===== config.mk =====
export PLATFORM = sky130hd
export DESIGN_NAME = holy_mem_arbiter
export DESIGN_NICKNAME = d
export VERILOG_FILES = /design/src/rtl/holy_mem_arbiter.sv
export SDC_FILE = /design/constraint.sdc
export NUM_CORES = 1
export LEC_CHECK = 0
export ABC_AREA = 1
export CAP_MARGIN = 40
export CORE_AREA = 10 10 115 117
export CTS_CLUSTER_DIAMETER = 120
export CTS_CLUSTER_SIZE = 40
export DETAILED_ROUTE_END_ITERATION = 8
export DIE_AREA = 0 0 125 127
export PLACE_DENSITY = 0.69
export SLEW_MARGIN = 20
export SYNTH_ARGS = -nofsm -noshare
export SYNTH_HDL_FRONTEND = slang
export SYNTH_SLANG_ARGS = --single-unit

===== constraint.sdc =====
create_clock -name clk -period 3.2 [get_ports clk]
set_input_delay 0.48 -clock clk [delete_from_list [all_inputs] [get_ports clk]]
set_output_delay 0.48 -clock clk [all_outputs]
set_load 0.1 [all_outputs]

===== src/rtl/holy_mem_arbiter.sv =====
// ============================================================================
// holy_mem_arbiter : two-port (I/D) arbiter onto one uncached memory port.
// Optional macro HOLY_ARB_ROUND_ROBIN_EN selects round-robin; default is D>I.
// Revision: 1.0
// ============================================================================
`default_nettype none

module holy_mem_arbiter (
  input  logic        clk,
  input  logic        rst_n,

  input  logic [31:0] i_address,
  input  logic [31:0] i_write_data,
  input  logic [3:0]  i_byte_enable,
  input  logic        i_req_valid,
  input  logic        i_req_write,
  output logic        i_req_ready,
  output logic [31:0] i_read_data,
  output logic        i_read_valid,
  input  logic        i_read_ack,

  input  logic [31:0] d_address,
  input  logic [31:0] d_write_data,
  input  logic [3:0]  d_byte_enable,
  input  logic        d_req_valid,
  input  logic        d_req_write,
  output logic        d_req_ready,
  output logic [31:0] d_read_data,
  output logic        d_read_valid,
  input  logic        d_read_ack,

  output logic [31:0] mem_address,
  output logic [31:0] mem_write_data,
  output logic [3:0]  mem_byte_enable,
  output logic        mem_req_valid,
  output logic        mem_req_write,
  input  logic        mem_req_ready,
  input  logic [31:0] mem_read_data,
  input  logic        mem_read_valid,
  output logic        mem_read_ack
);

  typedef enum logic [1:0] {
    ST_IDLE = 2'd0,
    ST_REQ  = 2'd1,
    ST_RESP = 2'd2
  } state_t;

  localparam logic OWN_I = 1'b0;
  localparam logic OWN_D = 1'b1;

  state_t state, state_next;
  logic   owner, owner_next;
  logic   last_grant, last_grant_next;
  logic   winner;

  logic        own_valid;
  logic        own_write;
  logic [31:0] own_address;
  logic [31:0] own_write_data;
  logic [3:0]  own_byte_enable;
  logic        own_read_ack;

  always_ff @(posedge clk or negedge rst_n) begin
    if (!rst_n) begin
      state      <= ST_IDLE;
      owner      <= OWN_I;
      last_grant <= OWN_I;
    end else begin
      state      <= state_next;
      owner      <= owner_next;
      last_grant <= last_grant_next;
    end
  end

  // Contention resolution only matters when both ports request together.
  always_comb begin
    winner = d_req_valid ? OWN_D : OWN_I;
`ifdef HOLY_ARB_ROUND_ROBIN_EN
    if (i_req_valid && d_req_valid) begin
      winner = ~last_grant;
    end
`endif
  end

  always_comb begin
    own_valid       = (owner == OWN_D) ? d_req_valid   : i_req_valid;
    own_write       = (owner == OWN_D) ? d_req_write   : i_req_write;
    own_address     = (owner == OWN_D) ? d_address     : i_address;
    own_write_data  = (owner == OWN_D) ? d_write_data  : i_write_data;
    own_byte_enable = (owner == OWN_D) ? d_byte_enable : i_byte_enable;
    own_read_ack    = (owner == OWN_D) ? d_read_ack    : i_read_ack;
  end

  always_comb begin
    state_next      = state;
    owner_next      = owner;
    last_grant_next = last_grant;

    i_req_ready     = 1'b0;
    d_req_ready     = 1'b0;
    i_read_valid    = 1'b0;
    d_read_valid    = 1'b0;
    i_read_data     = 32'd0;
    d_read_data     = 32'd0;
    mem_address     = 32'd0;
    mem_write_data  = 32'd0;
    mem_byte_enable = 4'd0;
    mem_req_valid   = 1'b0;
    mem_req_write   = 1'b0;
    mem_read_ack    = 1'b0;

    unique case (state)
      ST_IDLE: begin
        if (i_req_valid || d_req_valid) begin
          state_next      = ST_REQ;
          owner_next      = winner;
          last_grant_next = winner;
        end
      end

      ST_REQ: begin
        mem_req_valid   = own_valid;
        mem_req_write   = own_write;
        mem_address     = own_address;
        mem_write_data  = own_write_data;
        mem_byte_enable = own_byte_enable;
        i_req_ready     = (owner == OWN_I) && mem_req_ready;
        d_req_ready     = (owner == OWN_D) && mem_req_ready;
        if (own_valid && mem_req_ready) begin
          state_next = own_write ? ST_IDLE : ST_RESP;
        end else if (!own_valid) begin
          // Requester withdrew before acceptance: abandon without a memory access.
          state_next = ST_IDLE;
        end
      end

      ST_RESP: begin
        mem_read_ack = own_read_ack;
        if (owner == OWN_I) begin
          i_read_valid = mem_read_valid;
          i_read_data  = mem_read_valid ? mem_read_data : 32'd0;
        end else begin
          d_read_valid = mem_read_valid;
          d_read_data  = mem_read_valid ? mem_read_data : 32'd0;
        end
        if (mem_read_valid && own_read_ack) begin
          state_next = ST_IDLE;
        end
      end

      default: begin
        state_next = ST_IDLE;
      end
    endcase
  end

endmodule

`default_nettype wire


==> impl_metrics.py <==
metrics = {
    "synthesis": {
        "ys.flop_type": "dfrtp_1",
        "synth-compound-area-share": 0.212,
        "synthAdderAreaFrac": 0,
        "synth-simple-area-share": 0.534,
        "yosysTopAreaCell": "nand2_1",
        "synth_mux_area_frac": 0,
        "ys_seq_area_frac": 0.0455,
        "synth_edf_count": 0,
        "syn_inst": 370,
        "synth_area_per_cell_um2": 4.46,
        "post-synth-top-count-cell": "nand2_1",
        "synth_area_mm2": 0.00165,
        "ys_ff_latch": 3,
        "synth_commonest_cells": "nand2_1 (151), a21oi_1 (69), nor2_1 (69)",
        "ys_async_sr_fraction": 1.00,
        "yosys_warnings": 0,
        "synth_area_leaders": "nand2_1 (34%), a21oi_1 (21%), nor2_1 (16%)",
        "synth_top_area_frac": 0.343,
        "synth_cell_type_count": 15,
        "synth_top_family_by_area": "simple AND/OR/NAND/NOR gates",
        "synth_nets": 548,
        "synthXorXnorAreaFrac": 0,
    },
    "clocking": {
        "cts.clk_slew.worst_paths_ns": 0.03,
        "clkLatencyLatePin_ns": 0.22,
        "cts.sinks": 3,
        "cts_tree": "yes",
        "htreeDepth": 1,
        "cts_setup_buffers": 0,
        "cts_root_buffer": "clkbuf_16",
        "cts_resized": 0,
        "cts_hold_buf": 0,
        "ctsLongestPathBuffers": 2,
        "cts_made_buffers": 3,
    },
    "power": {
        "ir_drop_v": 0.00115,
        "powerDensity_mw_per_mm2": 1050,
        "power.total_uw": 6650,
        "p_leak_uw": 0.00279,
    },
    "floorplanning": {
        "die_height_um": 127,
        "io_pins": 317,
        "die_x_um": 125,
        "rows": 39,
        "die_area_mm2": 0.0159,
        "design.core.area_mm2": 0.0111,
        "floorplan.initialDensity": 0.148,
    },
    "finish": {
        "nNetsFinal": 844,
        "drive_gt1_frac": 0.227,
        "diodes": 0,
        "multiInputGateArea_mm2": 0.00123,
        "area_growth_pct": 282,
        "fillCellCount": 974,
        "seqCellArea_um2": 76.3,
    },
    "routing": {
        "wl_per_cell_um": 17.2,
        "first_pass_iters": 5,
        "route.detailed.drc": 0,
        "drt-initial-drc-count": 211,
        "via_per_inst": 4.29,
        "routed_wl_um": 13900,
        "ant_nets": 0,
        "num_vias": 3463,
    },
    "global_route": {
        "grt_pass1_wl_um": 20700,
        "grt_pass1_vias": 3558,
        "grt_remaining_overflow": 0,
        "grt_start_max_net_pins": 75,
        "antenna_found_initial": 0,
        "grt_util_all_layers": 0.158,
    },
    "setup_path": {
        "endpoint_kind": "primary output",
        "cpPeakStageDelay_ns": 0.55,
        "cp_cell_sequence": "clkdlybuf4s50_1, nand3_2, nor2_1, buf_12",
        "critPathMaxFanout": 33,
        "crit_slowest_cell": "clkdlybuf4s50_1",
        "arrival_ns": 2.20,
        "r2r-end": "state[1]$_DFFE_PN0P_",
        "start_kind": "primary input",
        "crit_type": "primary input to primary output",
        "r2r_setup_slack_ns": 1.78,
        "cp-startpoint": "mem_read_valid",
        "ff2ff_path_depth": 6,
        "cp.required_ns": 2.72,
        "r2r-start": "owner$_DFFE_PN0P_",
    },
    "timing": {
        "holdWs_ns": 0.447,
        "setup_ws_ns": 0.515,
        "fin_skew_ns": 0.00226,
        "tns_ns": 0,
        "setup_viol": 0,
        "tightest_slew_ns": 0.640,
        "fin_crit_sh": 0.839,
        "slew_headroom": 0.573,
        "rsz0062_at_grt": "false",
        "hold_violations": 0,
        "drv_slew": 0,
        "min_period_ns": 2.68,
        "clock.fmax_mhz": 373,
    },
    "placed_design": {
        "port_buffers": 316,
        "dp_slack_ns": 0.490,
        "routabilityCongestion": 0.867,
        "hpwl_um": 12200,
    },
    "outcome": {
        "status": "completed",
    },
    "hold_path": {
        "hold_class": "primary input to async pin",
    },
    "flow_run": {
        "drv_cap": 0,
    },
}
## report_power, final
group          internal (uW)  total (uW)  leakage (uW)  switching, uW
clock network            164         199     0.0000382           34.9
registers               56.0        74.1     0.0000364           18.1
logic                   2010        6370       0.00271           4360
total                   2230        6650       0.00279           4420
## layout make-up
cell class	instances	area share
well taps	143	0.0284
multi-input cells	297	0.196
flip-flops and latches	3	0.0121
inverters	42	0.0250
clock buffers	4	0.0125
repair buffers	319	0.726
## how the worst max path moves through the flow
| stage | cells after the start | to | slack (ns) |
|---|---|---|---|
| after floorplan | 4 | mem_write_data[21] | 0.47 |
| after global placement | 4 | d_read_data[8] | 0.56 |
| after detailed placement | 4 | i_read_data[16] | 0.49 |
| after CTS | 4 | i_read_data[16] | 0.48 |
| after global routing | 4 | i_read_data[31] | 0.30 |
| final | 4 | d_read_data[1] | 0.52 |
## routing by layer
layer,routed length [um],share of wire,GRT usage,vias up
li1,-,-,-,1708
met1,5020,0.36,0.160,1540
met2,7390,0.53,0.305,205
met3,1320,0.095,0.0542,10
met4,163,0.012,0.0339,0
met5,0,0,0,-
## critical path, delay by kind of cell
| family | cells | cell delay [ns] |
|---|---|---|
| buffers and inverters | 2 | 0.77 |
| and+or+nand+nor | 2 | 0.94 |
## metrics by stage
step	cell area (um2)	utilization	instances
after global placement	6220	0.559	804
after global routing	6300	0.566	808
final	6300	0.566	808
after detailed placement	6220	0.559	804
after CTS	6300	0.566	808
after floorplan	1650	-	370
## cell families after synthesis
logic type / Yosys count
flops: 3
buf+inv: 70
compound gates: 70
simple gates: 227
## flip-flops by register name (all words and copies together) (netlist names)
| name | flops |
|---|---|
| owner | 1 |
| state | 2 |
## cell usage in the layout, fill, tap and decap left out
cell type,n
nor2_4,1
nand3b_1,1
inv_1,41
nand2_2,1
and3_1,1
clkdlybuf4s50_1,177
buf_12,139
inv_2,1
o21ai_0,1
nand3_1,2
nor2_1,69
clkbuf_16,3
clkbuf_1,1
nand2_1,150
buf_4,3
dfrtp_2,1
nand3_2,2
a21oi_1,69
dfrtp_1,2
No activity file was read; power rests on OpenSTA's default activity.
